[config.mk]
export PLATFORM = sky130hd
export DESIGN_NAME = fp_sqrt
export DESIGN_NICKNAME = d
export VERILOG_FILES = /design/src/rtl/fp_pkg.sv /design/src/rtl/fp_sqrt.sv
export SDC_FILE = /design/constraint.sdc
export NUM_CORES = 1
export LEC_CHECK = 0
export BUFFER_PORTS_ARGS = -buffer_cell sky130_fd_sc_hd__buf_2
export CAP_MARGIN = 5
export CORE_ASPECT_RATIO = 0.9
export CORE_MARGIN = 1.5
export CORE_UTILIZATION = 29
export DETAILED_ROUTE_END_ITERATION = 12
export HOLD_SLACK_MARGIN = 0.05
export MAX_ROUTING_LAYER = met4
export PLACE_DENSITY = 0.52
export SLEW_MARGIN = 30
export SYNTH_ARGS = -nofsm -noshare
export SYNTH_HDL_FRONTEND = slang
export SYNTH_SLANG_ARGS = --single-unit
export TNS_END_PERCENT = 10
[constraint.sdc]
create_clock -name clk_i -period 28.5 [get_ports clk_i]
set_input_delay 2.85 -clock clk_i [delete_from_list [all_inputs] [get_ports clk_i]]
set_output_delay 2.85 -clock clk_i [all_outputs]
set_load 0.03 [all_outputs]
[src/rtl/fp_pkg.sv]
// -----------------------------------------------------------------------------
// fp_pkg -- shared types and format helpers for the multi-cycle FP operators.
//
// Contents:
//   fp_format_e   supported IEEE-754 binary formats
//   roundmode_e   rounding modes (RISC-V frm encoding)
//   fflags_t      exception flags {NV, DZ, OF, UF, NX}
//   uround_res_t  unrounded result handed to fp_rnd: right-aligned
//                 {sign, exponent, fraction} plus {round, sticky}, the
//                 rounding mode to apply and any flags already decided
//   fp_width / exp_width / mant_width  per-format field widths
// -----------------------------------------------------------------------------
package fp_pkg;

    typedef enum logic [1:0] {
        FP16 = 2'd0,
        FP32 = 2'd1,
        FP64 = 2'd2
    } fp_format_e;

    typedef enum logic [2:0] {
        RNE = 3'b000,
        RTZ = 3'b001,
        RDN = 3'b010,
        RUP = 3'b011,
        RMM = 3'b100
    } roundmode_e;

    typedef struct packed {
        logic nv;
        logic dz;
        logic of;
        logic uf;
        logic nx;
    } fflags_t;

    // Sized for the widest format; narrower formats sit in the low bits.
    localparam int MAX_FP_WIDTH = 64;

    typedef struct packed {
        logic [MAX_FP_WIDTH-1:0] u_result;
        logic [1:0]              rs;
        roundmode_e              rnd;
        fflags_t                 flags;
    } uround_res_t;

    function automatic int fp_width(input fp_format_e fmt);
        case (fmt)
            FP16:    return 16;
            FP64:    return 64;
            default: return 32;
        endcase
    endfunction

    function automatic int exp_width(input fp_format_e fmt);
        case (fmt)
            FP16:    return 5;
            FP64:    return 11;
            default: return 8;
        endcase
    endfunction

    function automatic int mant_width(input fp_format_e fmt);
        case (fmt)
            FP16:    return 10;
            FP64:    return 52;
            default: return 23;
        endcase
    endfunction

endpackage

[src/rtl/fp_sqrt.sv]
// -----------------------------------------------------------------------------
// fp_sqrt -- iterative radix-2 floating-point square root, one root bit per
// cycle, producing an unrounded result for fp_rnd (start/done responder).
//
// Ports:
//   clk_i          clock, rising edge
//   reset_i        synchronous active-high reset
//   a_i            radicand, captured on an accepted start
//   start_i        start pulse, accepted only while idle
//   rnd_i          rounding mode, captured with a_i
//   urnd_result_o  unrounded result; valid from done_o until the next start
//   done_o         one-cycle completion pulse
//   busy_o         high from the accepted start through the done_o cycle
// -----------------------------------------------------------------------------
module fp_sqrt
    import fp_pkg::*;
#(
    parameter fp_format_e FP_FORMAT = FP32,
    localparam int        FP_WIDTH  = fp_width(FP_FORMAT)
) (
    input  logic                clk_i,
    input  logic                reset_i,
    input  logic [FP_WIDTH-1:0] a_i,
    input  logic                start_i,
    input  roundmode_e          rnd_i,
    output uround_res_t         urnd_result_o,
    output logic                done_o,
    output logic                busy_o
);

    localparam int EW   = exp_width(FP_FORMAT);
    localparam int MW   = mant_width(FP_FORMAT);
    localparam int BIAS = (2 ** (EW - 1)) - 1;
    localparam int RADW = MW + 3;          // radicand, two integer bits
    localparam int QW   = MW + 2;          // hidden + fraction + round bit
    localparam int RW   = MW + 5;          // signed partial remainder
    localparam int EXW  = EW + 2;          // signed unbiased exponent
    localparam int CW   = $clog2(QW);
    localparam int LZW  = $clog2(MW + 1);

    typedef enum logic [1:0] {
        IDLE = 2'd0,
        PREP = 2'd1,
        ITER = 2'd2,
        DONE = 2'd3
    } state_e;

    state_e              state_q, state_d;
    logic [FP_WIDTH-1:0] a_q, a_d;
    roundmode_e          rnd_q, rnd_d;
    logic [RADW-1:0]     rad_q, rad_d;
    logic [QW-1:0]       root_q, root_d;
    logic [RW-1:0]       rem_q, rem_d;
    logic [CW-1:0]       cnt_q, cnt_d;
    logic [EW-1:0]       exp_q, exp_d;
    uround_res_t         res_q, res_d;

    // ---------------- operand classification and normalisation ----------------
    logic                  sign;
    logic [EW-1:0]         exp_f;
    logic [MW-1:0]         frac;
    logic                  is_nan, is_snan, is_zero, is_inf, is_sub;
    logic                  is_special, special_nv;
    logic [FP_WIDTH-1:0]   special_val;
    logic [LZW-1:0]        lz, lz_p1;
    logic                  lz_found;
    logic [MW:0]           sig;
    logic signed [EXW-1:0] e_unb, e_even, e_half;
    logic                  e_odd;
    logic [RADW-1:0]       rad_init;
    logic [EW-1:0]         exp_res;

    always_comb begin
        sign  = a_q[FP_WIDTH-1];
        exp_f = a_q[FP_WIDTH-2 -: EW];
        frac  = a_q[MW-1:0];

        is_nan  = (&exp_f) & (|frac);
        is_snan = is_nan & ~frac[MW-1];
        is_inf  = (&exp_f) & ~(|frac);
        is_zero = ~(|exp_f) & ~(|frac);
        is_sub  = ~(|exp_f) & (|frac);

        // NaNs and any negative non-zero operand collapse to the canonical
        // NaN; ±0 and +inf pass through unchanged.
        is_special  = is_nan | is_zero | is_inf | sign;
        special_nv  = is_snan | (sign & ~is_zero & ~is_nan);
        special_val = a_q;
        if (is_nan | (sign & ~is_zero)) begin
            special_val = {1'b0, {EW{1'b1}}, 1'b1, {(MW-1){1'b0}}};
        end

        lz       = '0;
        lz_found = 1'b0;
        for (int i = MW - 1; i >= 0; i--) begin
            if (!lz_found) begin
                if (frac[i]) begin
                    lz_found = 1'b1;
                end else begin
                    lz = lz + LZW'(1);
                end
            end
        end
        lz_p1 = lz + LZW'(1);

        // A subnormal 0.f*2^(1-bias) becomes 1.x*2^(1-bias-(lz+1)).
        if (is_sub) begin
            sig   = {1'b0, frac} << lz_p1;
            e_unb = -EXW'(BIAS) - EXW'(lz);
        end else begin
            sig   = {1'b1, frac};
            e_unb = EXW'(exp_f) - EXW'(BIAS);
        end

        // Make the exponent even so it halves exactly; the radicand then
        // lies in [1,4) and the root in [1,2).
        e_odd    = e_unb[0];
        e_even   = e_unb - {{(EXW-1){1'b0}}, e_odd};
        e_half   = e_even >>> 1;
        exp_res  = EW'(e_half + EXW'(BIAS));
        rad_init = {1'b0, sig, 1'b0} << e_odd;
    end

    // ---------------- one non-restoring recurrence step ----------------
    logic [RW-1:0] rem_sh, rem_step, rem_fix;
    logic [QW-1:0] root_step;

    always_comb begin
        rem_sh = (rem_q << 2) | RW'(rad_q[RADW-1 -: 2]);
        if (rem_q[RW-1]) begin
            rem_step = rem_sh + RW'({root_q, 2'b11});
        end else begin
            rem_step = rem_sh - RW'({root_q, 2'b01});
        end
        root_step = {root_q[QW-2:0], ~rem_step[RW-1]};
        // A negative final remainder is restored to get the true one for
        // the sticky bit.
        if (rem_step[RW-1]) begin
            rem_fix = rem_step + RW'({root_step, 1'b1});
        end else begin
            rem_fix = rem_step;
        end
    end

    // ---------------- control ----------------
    always_comb begin
        state_d = state_q;
        a_d     = a_q;
        rnd_d   = rnd_q;
        rad_d   = rad_q;
        root_d  = root_q;
        rem_d   = rem_q;
        cnt_d   = cnt_q;
        exp_d   = exp_q;
        res_d   = res_q;

        case (state_q)
            IDLE: begin
                if (start_i) begin
                    a_d     = a_i;
                    rnd_d   = rnd_i;
                    res_d   = '0;
                    state_d = PREP;
                end
            end
            PREP: begin
                if (is_special) begin
                    res_d                           = '0;
                    res_d.u_result[FP_WIDTH-1:0]    = special_val;
                    res_d.rnd                       = rnd_q;
                    res_d.flags.nv                  = special_nv;
                    state_d                         = DONE;
                end else begin
                    rad_d   = rad_init;
                    root_d  = '0;
                    rem_d   = '0;
                    cnt_d   = CW'(QW - 1);
                    exp_d   = exp_res;
                    state_d = ITER;
                end
            end
            ITER: begin
                rad_d  = rad_q << 2;
                root_d = root_step;
                rem_d  = rem_step;
                if (cnt_q == '0) begin
                    res_d                        = '0;
                    res_d.u_result[FP_WIDTH-1:0] = {1'b0, exp_q, root_step[QW-2:1]};
                    res_d.rs                     = {root_step[0], |rem_fix};
                    res_d.rnd                    = rnd_q;
                    state_d                      = DONE;
                end else begin
                    cnt_d = cnt_q - CW'(1);
                end
            end
            DONE: begin
                state_d = IDLE;
            end
            default: begin
                state_d = IDLE;
            end
        endcase
    end

    always_ff @(posedge clk_i) begin
        if (reset_i) begin
            state_q <= IDLE;
            a_q     <= '0;
            rnd_q   <= RNE;
            rad_q   <= '0;
            root_q  <= '0;
            rem_q   <= '0;
            cnt_q   <= '0;
            exp_q   <= '0;
            res_q   <= '0;
        end else begin
            state_q <= state_d;
            a_q     <= a_d;
            rnd_q   <= rnd_d;
            rad_q   <= rad_d;
            root_q  <= root_d;
            rem_q   <= rem_d;
            cnt_q   <= cnt_d;
            exp_q   <= exp_d;
            res_q   <= res_d;
        end
    end

    assign urnd_result_o = res_q;
    assign done_o        = (state_q == DONE);
    assign busy_o        = (state_q != IDLE);

endmodule

=== Word level (Yosys, flattened, before mapping) ===
Index checks and enable logic that the tools add are counted.

* Register bits after elaboration: 203
* Output and inout bits: 76

* Add/sub/neg operators: 31
* Equality and inequality tests: 8
* Shift-type cells: 2
* Mux-type cells: 110
* Bitwise gates (word level): 20
* Reductions and logical operators: 15

{| class="wikitable"
|+ Operators with widths
! cell !! count
|-
| 2-to-1 mux 5 bit || 46
|-
| 2-to-1 mux 74 bit || 3
|-
| case mux 74 bit (3 select lines) || 1
|-
| adder 5 x 1 -> 5 bit (second input constant) || 23
|-
| 2-to-1 mux 28 bit || 3
|-
| case mux 28 bit (2 select lines) || 1
|-
| case mux 26 bit (2 select lines) || 1
|-
| case mux 25 bit (2 select lines) || 1
|-
| 2-to-1 mux 1 bit || 45
|-
| 2-to-1 mux 32 bit || 1
|-
| adder 28 x 26 -> 28 bit || 1
|-
| adder 28 x 27 -> 28 bit || 1
|-
| OR 28 x 2 -> 28 bit || 1
|-
| OR reduction 28 bit || 1
|-
| subtractor 28 x 27 -> 28 bit || 1
|-
| 2-to-1 mux 26 bit || 1
|-
| << shifter 25 x 1 -> 26 bit || 1
|-
| 2-to-1 mux 25 bit || 1
|-
| 2-to-1 mux 24 bit || 1
|-
| << shifter 23 x 5 -> 24 bit || 1
|-
| OR reduction 23 bit || 1
|-
| != test 2 bit (second input constant) || 5
|-
| case mux 5 bit (2 select lines) || 1
|-
| 2-to-1 mux 9 bit || 1
|-
| 21 further kinds || 43
|}

=== Logic depth before layout (Yosys ltp) ===
Gate-level depths: netlist (run 1).

* Word-level depth: 73
* Gate-level depth with buffers: 68
* Gate-level depth less buffers: 66

=== Worst setup path after synthesis (run 1) ===
No wires, ideal clock.

* Path kind: reg2reg
* Start point: register a_q[20]
* End point: register rad_q[20]
* Setup time: 0.145 ns
* Arrival time: 11.850 ns
* Data required time: 28.355 ns
* Setup slack: 16.505 ns
* Stages on the path, launching flop included: 60
* Clock period less this slack: 11.995 ns
* Path through: dfxtp_1 clkbuf_1 a21oi_1 ha_1 o31a_1 ha_1 nor2b_1 nor3_1 o311ai_0 nand2_1 a21oi_1 nor2_1 ha_1 nor2_1 o21ai_0 ha_1 mux2i_1 o21bai_1 (+24 left out) ha_1 mux2_2 ha_1 mux2_2 nand2_1 o21ai_0 a21oi_1 inv_1 ha_1 xor2_1 xnor2_1 xnor2_1 clkbuf_1 buf_2 mux2i_1 a211oi_1 o31ai_1 a221oi_1

* Word-level cells in the longest chain between the ends: 68

{| class="wikitable"
|+ Ends and longest elaborated chain
! what !! line !! source
|-
| start, declared || fp_sqrt.sv:49 || <nowiki>logic [FP_WIDTH-1:0] a_q, a_d;</nowiki>
|-
| start signal, assigned || fp_sqrt.sv:208 || <nowiki>a_q <= '0;</nowiki>
|-
| start signal, assigned || fp_sqrt.sv:218 || <nowiki>a_q <= a_d;</nowiki>
|-
| 2-to-1 mux 5 bit || fp_sqrt.sv:97 || <nowiki>if (frac[i]) begin</nowiki>
|-
| 2-to-1 mux 5 bit || fp_sqrt.sv:96 || <nowiki>if (!lz_found) begin</nowiki>
|-
| adder 5 x 1 -> 5 bit || fp_sqrt.sv:100 || <nowiki>lz = lz + LZW'(1);</nowiki>
|-
| 2-to-1 mux 5 bit || fp_sqrt.sv:97 ||
|-
| 2-to-1 mux 5 bit || fp_sqrt.sv:96 ||
|-
| adder 5 x 1 -> 5 bit || fp_sqrt.sv:100 ||
|-
| 2-to-1 mux 5 bit || fp_sqrt.sv:97 ||
|-
| 2-to-1 mux 5 bit || fp_sqrt.sv:96 ||
|-
| (+52 left out) || - ||
|-
| 2-to-1 mux 5 bit || fp_sqrt.sv:97 ||
|-
| 2-to-1 mux 5 bit || fp_sqrt.sv:96 ||
|-
| adder 5 x 1 -> 5 bit || fp_sqrt.sv:104 || <nowiki>lz_p1 = lz + LZW'(1);</nowiki>
|-
| << shifter 23 x 5 -> 24 bit || fp_sqrt.sv:108 || <nowiki>sig = {1'b0, frac} << lz_p1;</nowiki>
|-
| 2-to-1 mux 24 bit || fp_sqrt.sv:107 || <nowiki>if (is_sub) begin</nowiki>
|-
| << shifter 25 x 1 -> 26 bit || fp_sqrt.sv:121 || <nowiki>rad_init = {1'b0, sig, 1'b0} << e_odd;</nowiki>
|-
| 2-to-1 mux 26 bit || fp_sqrt.sv:167 || <nowiki>if (is_special) begin</nowiki>
|-
| case mux 26 bit (2 select lines) || fp_sqrt.sv:157 || <nowiki>case (state_q)</nowiki>
|-
| end signal, assigned || fp_sqrt.sv:220 || <nowiki>rad_q <= rad_d;</nowiki>
|-
| end, declared || fp_sqrt.sv:51 || <nowiki>logic [RADW-1:0] rad_q, rad_d;</nowiki>
|}

Parallel ways exist; a longest one is shown, timed or not. The select of a mux whose other input is x is not followed.
A chain may end at the register's enable or synchronous reset.

=== Worst setup path after layout (run 1) ===
* Start point: register a_q[21]
* End point: register rad_q[14]

* Word-level cells in the longest chain between the ends: 71

{| class="wikitable"
|+ Ends and longest elaborated chain
! what !! line
|-
| 2-to-1 mux 5 bit || fp_sqrt.sv:97
|-
| 2-to-1 mux 5 bit || fp_sqrt.sv:96
|-
| adder 5 x 1 -> 5 bit || fp_sqrt.sv:100
|-
| 2-to-1 mux 5 bit || fp_sqrt.sv:97
|-
| 2-to-1 mux 5 bit || fp_sqrt.sv:96
|-
| adder 5 x 1 -> 5 bit || fp_sqrt.sv:100
|-
| 2-to-1 mux 5 bit || fp_sqrt.sv:97
|-
| 2-to-1 mux 5 bit || fp_sqrt.sv:96
|-
| (+55 left out) || -
|-
| 2-to-1 mux 5 bit || fp_sqrt.sv:97
|-
| 2-to-1 mux 5 bit || fp_sqrt.sv:96
|-
| adder 5 x 1 -> 5 bit || fp_sqrt.sv:104
|-
| << shifter 23 x 5 -> 24 bit || fp_sqrt.sv:108
|-
| 2-to-1 mux 24 bit || fp_sqrt.sv:107
|-
| << shifter 25 x 1 -> 26 bit || fp_sqrt.sv:121
|-
| 2-to-1 mux 26 bit || fp_sqrt.sv:167
|-
| case mux 26 bit (2 select lines) || fp_sqrt.sv:157
|}

Parallel ways exist; a longest one is shown, timed or not. The select of a mux whose other input is x is not followed.

==> metrics.txt, run 1 <==
outcome complete, no violations; Mapped Avg Cell Area between 7 and 8 um^2; Yosys top cell by area dfxtp_1; gr busiest metal met2; Setup TNS 0 ns; Total Wirelength 46,900 um; core area roughly 48,000 um^2; most common library cells after synthesis 214 x nor2_1, 193 x nand2_1, 165 x dfxtp_1; final hold vios 0; CP max stage cell ha_1; post-synthesis xor/xnor area fraction 0.0901; crit path max fanout 21; FF-to-FF setup slack approximately 15 ns; Synth Area in Simple Gates 0.224; Worst-path clk slew ~0.07 ns; largest family of logic cells by synthesized area compound AO/OA/AOI/OAI gates; H-tree levels 4; number of setup buffers added after CTS 0; clk sinks around 170; Max clock buf depth 2; FF+latch count, synth around 170; Die ar. roughly 50,000 um^2; Final Cycle Share 0.487; RD Place Congestion roughly 0.94; Root Buffer clkbuf_16; main flop type after synthesis dfxtp_1; r2r worst-path depth 57; drt initial violations 1,088; Max Cap Violations 0; Yosys cell types 100; Worst EP required 28.88 ns; largest stage delay on the critical path around 0.78 ns; routed vias/inst about 5.5; top-count cell post-synth nor2_1; site row count 76; Hold Path Stages 2; Synth Area in Compound Gates 0.262; Final setup viols 0; M2 GR Usage 0.278; synth warn 0; HP Start urnd_result_o[7]$_SDFFE_PP0P_; RSZ-0062 raised after global routing false; first-pass GRT wire length 74,100 um; clk_skew 0.0140 ns; Synth area leaders dfxtp_1 23%, ha_1 7.3%, nor2_1 5.7%; Avg WL per Cell around 19 um; critical path capture point type flop; slew margin rel. 0.302; mux share of post-synthesis cell area 0.0507; hold-fix buffers at CTS 0; crit path kind reg -> reg; ANT cells 0; total CTS buffers 17; post-synth top area share 0.233; Crit Reg-Reg Startpoint a_q[21]$_SDFFE_PP0P_; cts repair resizes 0; fraction of layout cells with a size suffix above 1 0.103; global route total overflow 0; M3 GR Usage 0.0277; EDFF count, synth 0; largest net degree at the start of global routing 76; Detailed Place HPWL between 30,000 and 40,000 um; Final Non-Filler Cells about 2,500; FF-to-FF End rad_q[14]$_SDFFE_PP0P_; IO Count about 110; fmax a little over 70 MHz; CTS tree yes; Synth async-reset ratio 0; Die H around 210 um; clk_lat worst skew between 0.4 and 0.5 ns; Hold Crit Class reg -> reg; CP dominant cell by count ha_1; synthesized area about 14,000 um^2; hold_ws around 0.45 ns; nets 1,987; Finished Core Util 0.322; CP arrival between 10 and 15 ns; number of global-route vias before repair between 10,000 and 15,000; Critical Path Start Type flop; IO buf count between 70 and 80; final max-slew violation count 0; Die X roughly 240 um; Synth Area in Adders 0.0739; routing usage on met1 0.269; Worst Hold End urnd_result_o[7]$_SDFFE_PP0P_; register area share after synthesis 0.233; Vias about 14,000; post-route ant nets 0; Placed Cells around 2,500; residual DRC count 0; Starting Density 0.295; area grow syn2layout 9.35%; synthesized instance count 1,866; Final Critical Period about 14 ns; initial antenna violation count 0; drt pass-1 iters 7; Worst-Margin Slew 1.03 ns; GRT Util Overall 0.191
[worst max-delay path, delay by kind of cell (launching register included)]
kind,cells,cell delay (ns)
muxes,7,1.87
AOI/OAI and AO/OA,24,4.96
DFF,1,0.57
and+or+nand+nor,10,1.44
buffers and inverters,3,0.72
xor gates and xnor gates,1,0.18
adders and majority gates,12,4.02
[state kept, by name, summed over array words and instances, names as in the netlist, 3 cells and up]
signal / flops
a_q: 32
cnt_q: 5
rnd_q: 3
urnd_result_o: 38
rem_q: 27
root_q: 25
exp_q: 8
rad_q: 25
[per-stage QoR]
| stage | setup WS, ns | area, um^2 |
|---|---|---|
| final | 14.63 | 15500 |
| after global routing | 13.39 | 15500 |
| after CTS | 14.88 | 15500 |
| after detailed placement | 14.91 | 14900 |
| after global placement | 15.27 | 14900 |
| after floorplan | 16.51 | 14300 |
[cells by family (layout without fill, tap and decap cells)]
kind of cell             count (synthesis)  in the layout
flip-flops                             165            165
multiplexers                            69             69
XOR/XNOR                               124            124
adder cells (fa/ha/maj)                 84             84
buffers and inverters                  207            185
AO/OA/AOI/OAI                          550            550
AND/OR/NAND/NOR                        666            666
other                                    1             36
[layout by cell type, fill, tap and decap left out, types with 30 or more instances in the layout]
| master | Yosys | final |
|---|---|---|
| mux2i_1 | 57 | 57 |
| o21ai_0 | 66 | 66 |
| inv_1 | 55 | 55 |
| nor2_1 | 214 | 214 |
| ha_1 | 83 | 83 |
| nor3_1 | 44 | 44 |
| a22oi_1 | 95 | 95 |
| a21oi_1 | 155 | 154 |
| buf_2 | 5 | 76 |
| nand2_1 | 193 | 193 |
| xor2_1 | 30 | 30 |
| xnor2_1 | 80 | 78 |
| dfxtp_1 | 165 | 165 |
| conb_1 | 1 | 36 |
| nand3_1 | 39 | 39 |
[how the worst max path moves through the flow]
stage	end	slack [ns]	cells past startpoint	start
global route	rad_q[15]$_SDFFE_PP0P_	13.39	58	a_q[21]$_SDFFE_PP0P_
CTS	rad_q[14]$_SDFFE_PP0P_	14.88	57	a_q[21]$_SDFFE_PP0P_
detailed placement	rad_q[14]$_SDFFE_PP0P_	14.91	57	a_q[21]$_SDFFE_PP0P_
finish	rad_q[14]$_SDFFE_PP0P_	14.63	57	a_q[21]$_SDFFE_PP0P_
floorplan	rad_q[20]$_SDFFE_PP0P_	16.51	59	a_q[20]$_SDFFE_PP0P_
global placement	rad_q[14]$_SDFFE_PP0P_	15.27	57	a_q[21]$_SDFFE_PP0P_
[final cells by class]
cell class	count	area (um^2)
fillers	5202	32600
multi-input cells	1529	10100
flip-flops and latches	165	3300
well taps	624	781
repair buffers	96	531
clock buffers	20	467
inverters	57	214
clock inverters	12	114
[metal layers]
layer	vias to the layer above	routed length, um
li1	6721	-
met1	6651	23900
met2	317	19900
met3	62	2120
met4	0	1070
met5	-	0
Power of run 1 is not shown: default switching activity piles up to over one toggle a cycle in this logic, so the estimate is an artifact.
==> run 2: changes to the inputs <==
==> constraint.sdc (replaced) <==
create_clock -name clk_i -period 14.02 [get_ports clk_i]
set_input_delay 1.402 -clock clk_i [delete_from_list [all_inputs] [get_ports clk_i]]
set_output_delay 1.402 -clock clk_i [all_outputs]
set_load 0.03 [all_outputs]
==> run 2 against run 1 <==
Effect of this change:
- worst setup slack worse by 14 ns
- flip-flop and latch count stayed put
- non-clock buffer count is 15 higher
- hold slack improved by 0.0039 ns
- die area is the same
- critical endpoint is now rad_q[12]$_SDFFE_PP0P_
- highest routed layer unchanged
==> metrics.txt, run 2 (synthesis results as in run 1) <==
fmax 76.8 MHz (+6.5%); Hold Crit Class reg -> reg; nets 2,003 (+0.81%); Max Cap Violations 0 (unchanged); FF-to-FF End rad_q[12]$_SDFFE_PP0P_; slew margin rel. 0.397 (+0.0950); outcome complete, no violations; number of global-route vias before repair 12,900 (-0.68%); hold-fix buffers at CTS 0 (unchanged); largest stage delay on the critical path 0.52 ns (-0.26 ns); Starting Density 0.295 (unchanged); Worst EP required 14.41 ns (-14.47 ns); Max clock buf depth 2 (unchanged); Detailed Place HPWL 34,700 um (-1.4%); drt initial violations 1,057 (-2.8%); largest net degree at the start of global routing 76 (unchanged); Die ar. 50,200 um^2 (unchanged); Total Wirelength 46,200 um (-1.6%); Largest register FFs 38 (unchanged); CP dominant cell by count ha_1; Final Cycle Share 0.929 (+0.442); clk sinks 165 (unchanged); routed vias/inst 5.50 (+0.12%); IO buf count 77 (unchanged); Die X 236 um (unchanged); FF-to-FF setup slack 1.0 ns (-13.63 ns); global route total overflow 0 (unchanged); CTS tree yes; RSZ-0062 raised after global routing false; CP max stage cell or4_1; Avg WL per Cell 18.3 um (-2.2%); site row count 76 (unchanged); Root Buffer clkbuf_16; area grow syn2layout 11.2%; fraction of layout cells with a size suffix above 1 0.114 (+0.0113); commonest non-fill, non-tap cell in the layout nor2_1; initial antenna violation count 2 (+2); final hold vios 0 (unchanged); crit path max fanout 11 (-48%); Final Critical Period 13.02 ns (-0.850 ns); clk_skew 0.0118 ns (-0.00217 ns); Critical Path Start Type flop; Vias 13,900 (+0.76%); Final setup viols 0 (unchanged); core area 48,100 um^2 (unchanged); crit path kind reg -> reg; residual DRC count 0 (unchanged); Worst-path clk slew 0.07 ns (about the same); most frequent cells in the layout 214 x nor2_1, 193 x nand2_1, 162 x dfxtp_1, 153 x a21oi_1, 95 x a22oi_1; H-tree levels 4 (unchanged); Crit Reg-Reg Startpoint a_q[21]$_SDFFE_PP0P_; HP Start rnd_q[0]$_SDFFE_PP0P_; r2r worst-path depth 60 (+5.3%); first-pass GRT wire length 72,900 um (-1.6%); clk_lat worst skew 0.47 ns (about the same); Setup TNS 0 ns (unchanged); GRT Util Overall 0.188 (-0.00355); Hold Path Stages 2 (unchanged); Finished Core Util 0.328 (+0.00536); total CTS buffers 17 (unchanged); final max-slew violation count 0 (unchanged); Worst-Margin Slew 0.902 ns (-0.132 ns); CP arrival 13.41 ns (-0.84 ns); Worst Hold End rnd_q[0]$_SDFFE_PP0P_; Die H 213 um (unchanged); critical path capture point type flop; post-route ant nets 0 (unchanged); drt pass-1 iters 7 (unchanged); IO Count 114 (unchanged); RD Place Congestion 0.918 (-2.8%)
## run 2: cell count changes in the layout (fill, tap and decap cells not counted), sizes merged
cell	before	now
buf	96	111
xnor2	82	83
diode	0	1
clkbuf	20	21
inv	62	57
clkinvlp	3	2
bufinv	0	4
## run 2: critical path, delay by kind of cell, from the launching register on
| family | cells | cell delay, ns |
|---|---|---|
| AO/OA/AOI/OAI | 24 | 4.54 |
| XOR/XNOR | 4 | 0.82 |
| adder cells (fa/ha/maj) | 12 | 3.52 |
| buffers and inverters | 4 | 0.58 |
| flip-flops | 1 | 0.46 |
| multiplexers | 5 | 1.21 |
| AND/OR/NAND/NOR | 11 | 1.81 |
## run 2: layout make-up
cell class	instances	area, um^2
inverters	57	218
multi-input cells	1530	10200
clock inverters	10	168
repair buffers	111	656
clock buffers	21	480
fillers	5205	32300
flip-flops and latches	165	3310
diodes	1	2.50
well taps	624	781
## run 2: layer usage
layer | GRT usage | up-vias | routed length [um]
met5 | - | - | 0
met3 | 0.0278 | 44 | 2420
met4 | 0.0514 | 0 | 750
li1 | - | 6771 | -
met1 | 0.267 | 6676 | 23400
met2 | 0.275 | 364 | 19600
## run 2: how the worst max path moves through the flow
stage / start / endpoint / cells past startpoint
3_5_place_dp: a_q[21]$_SDFFE_PP0P_ / rad_q[23]$_SDFFE_PP0P_ / 61
6_report: a_q[21]$_SDFFE_PP0P_ / rad_q[12]$_SDFFE_PP0P_ / 60
5_1_grt: a_q[21]$_SDFFE_PP0P_ / rad_q[14]$_SDFFE_PP0P_ / 59
3_3_place_gp: a_q[21]$_SDFFE_PP0P_ / rad_q[14]$_SDFFE_PP0P_ / 59
4_1_cts: a_q[21]$_SDFFE_PP0P_ / rad_q[23]$_SDFFE_PP0P_ / 61
2_1_floorplan: a_q[20]$_SDFFE_PP0P_ / rad_q[20]$_SDFFE_PP0P_ / 59
## run 2: metrics by stage
stage	hold WS [ns]	worst slack (ns)	instances	instance area [um^2]
2_1_floorplan	0.427	2.03	1901	14300
3_5_place_dp	0.451	0.359	2476	15000
3_3_place_gp	0.440	0.717	2475	14900
6_report	0.458	0.999	2519	15800
4_1_cts	0.462	0.310	2507	15600
5_1_grt	0.480	0.0118	2519	15800
## run 2: timing repair
item,in CTS,in global routing
endpoints found under the setup margin,0,25
buffers inserted,0,10
resized for setup,0,11
Power of run 2 is left out for the same reason.
==> run 3: changes to the inputs <==
--- a/config.mk
+++ b/config.mk
@@ -13,7 +13,7 @@
 export DETAILED_ROUTE_END_ITERATION = 12
 export HOLD_SLACK_MARGIN = 0.05
 export MAX_ROUTING_LAYER = met4
-export PLACE_DENSITY = 0.52
+export PLACE_DENSITY = 0.53
 export SLEW_MARGIN = 30
 export SYNTH_ARGS = -nofsm -noshare
 export SYNTH_HDL_FRONTEND = slang
==> constraint.sdc (replaced) <==
create_clock -name clk_i -period 10.87 [get_ports clk_i]
set_input_delay 1.087 -clock clk_i [delete_from_list [all_inputs] [get_ports clk_i]]
set_output_delay 1.087 -clock clk_i [all_outputs]
set_load 0.03 [all_outputs]
==> run 3 against run 2 <==
Effect of this change:
- flip-flop and latch count is the same
- utilization grew 3.3 points
- the run now ends with setup timing left
- largest cell class unchanged
- maximum frequency grew 10%
- final area grew 9.9%
- clock-buffer cell count shrank 2
- register-to-register slack lost 1.9 ns
- global-route usage grew 0.73 points
- final cell count grew 5.2%
- clock skew grew 0.0018 ns
- hold slack lost 0.0026 ns
- via count grew 3.2%
==> metrics.txt, run 3 (synthesis results as in run 1) <==
outcome finished, violations left; failing checks setup timing; final hold vios 0 (unchanged); CTS tree yes; commonest non-fill, non-tap cell in the layout nor2_1; Worst-path clk slew 0.08 ns (about the same); ANT cells 0 (-1); largest stage delay on the critical path 0.51 ns (about the same); Buffers & Inverters on Critical Path 5 (+1); fmax 84.7 MHz (+10%); Die H 213 um (unchanged); pre-CTS setup slack -0.919 ns (-1.28 ns); drt initial violations 1,201 (+14%); Fillers 5,064 (-2.7%); Critical Path Start Type flop; largest net degree at the start of global routing 76 (unchanged); Final setup viols 31 (+31); clk sinks 165 (unchanged); RD Place Congestion 0.933 (+1.6%); Max Cap Violations 0 (unchanged); Worst-Margin Slew 0.934 ns (+0.0320 ns); Final Critical Period 11.81 ns (-1.21 ns); most frequent cells in the layout 206 x nor2_1, 187 x nand2_1, 162 x dfxtp_1, 158 x buf_4, 141 x a21oi_1; site row count 76 (unchanged); crit path kind reg -> reg; first-pass GRT wire length 75,600 um (+3.7%); Total Wirelength 48,100 um (+4.1%); dpl cell area 16,000 um^2 (+7.2%); CP max stage cell or4_1; post-route cell area 17,300 um^2 (+9.9%); routed vias/inst 5.39 (-1.9%); CP top delay family compound AO/OA/AOI/OAI gates; Worst EP required 11.19 ns (-3.22 ns); initial antenna violation count 0 (-2); Avg WL per Cell 18.2 um (-1.0%); register area 3310 um^2 (about the same); slew margin rel. 0.369 (-0.0274); final max-slew violation count 0 (unchanged); Root Buffer clkbuf_16; Largest register FFs 38 (unchanged); IO Count 114 (unchanged); global route total overflow 0 (unchanged); Final Cycle Share 1.09 (+0.158); final setup margin -0.940 ns (-1.94 ns); post-route ant nets 0 (unchanged); Hold Crit Class reg -> reg; Multi-input gate area 10,700 um^2 (+5.6%); Die ar. 50,200 um^2 (unchanged); clk_lat worst skew 0.47 ns (about the same); GRT Util Overall 0.195 (+0.00734); core area 48,100 um^2 (unchanged); CP arrival 12.13 ns (-1.28 ns); Vias 14,300 (+3.2%); H-tree levels 4 (unchanged); Die X 236 um (unchanged); IO buf count 77 (unchanged); crit path max fanout 4 (-7); Detailed Place HPWL 36,400 um (+4.9%); nets 2,134 (+6.5%); hold_ws 0.455 ns (-0.00257 ns); RSZ-0062 raised after global routing true; Starting Density 0.295 (unchanged); Max clock buf depth 2 (unchanged); residual DRC count 0 (unchanged); drt pass-1 iters 8 (+1); hold-fix buffers at CTS 0 (unchanged); total CTS buffers 17 (unchanged); number of global-route vias before repair 13,400 (+4.1%); critical path capture point type flop; clk_skew 0.0136 ns (+0.00181 ns); fraction of layout cells with a size suffix above 1 0.210 (+0.0962); area grow syn2layout 22.2%
==> run 3: cell count changes in the layout (fill, tap and decap cells not counted), sizes merged, moves of 2 or more <==
cell	change
clkbuf	-2
inv	+4
buf	+131
bufinv	-3
==> run 3: layout make-up <==
class,count,area share
multi-input combinational,1529,0.619
sequential,165,0.191
timing repair buffer,243,0.0997
tap,624,0.0451
clock buffer,19,0.0256
inverter,57,0.0126
clock inverter,13,0.00708
==> run 3: repair_timing <==
item / 4_1_cts / 5_1_grt
hold endpoints to repair: 0 / 0
gates resized for setup: 51 / 58
pin swaps: 17 / 49
setup buffers: 15 / 5
cloned: 1 / 0
endpoints found under the setup margin: 31 / 33
==> run 3: final timing paths <==
check                           slack [ns]                     end                  start  cells past startpoint
worst max-delay path                 -0.94  rad_q[15]$_SDFFE_PP0P_   a_q[21]$_SDFFE_PP0P_                     60
worst min-delay path                  0.46   rad_q[3]$_SDFFE_PP0P_  rad_q[3]$_SDFFE_PP0P_                      2
worst max register to register       -0.94  rad_q[15]$_SDFFE_PP0P_   a_q[21]$_SDFFE_PP0P_                     60
worst min register to register        0.46   rad_q[3]$_SDFFE_PP0P_  rad_q[3]$_SDFFE_PP0P_                      2
==> run 3: per-stage QoR <==
step	std cells	util	TNS, ns
floorplan	1901	-	-4.23
global placement	2597	0.333	-14.01
detailed placement	2597	0.333	-19.36
CTS	2645	0.353	-11.74
global route	2650	0.360	-41.67
finish	2650	0.360	-21.20
==> run 3: worst min-delay path, cell delays in order (launching register included) <==
cell and delay [ns]:
dfxtp_1 0.31, nand3_1 0.06, nand2_1 0.05
==> run 3: layer usage <==
metal	routed length (um)	vias up	global-route usage
li1	-	7010	-
met1	24600	6886	0.278
met2	20400	354	0.284
met3	2320	46	0.0284
met4	807	0	0.0556
met5	0	-	-
Power of run 3 is left out for the same reason.
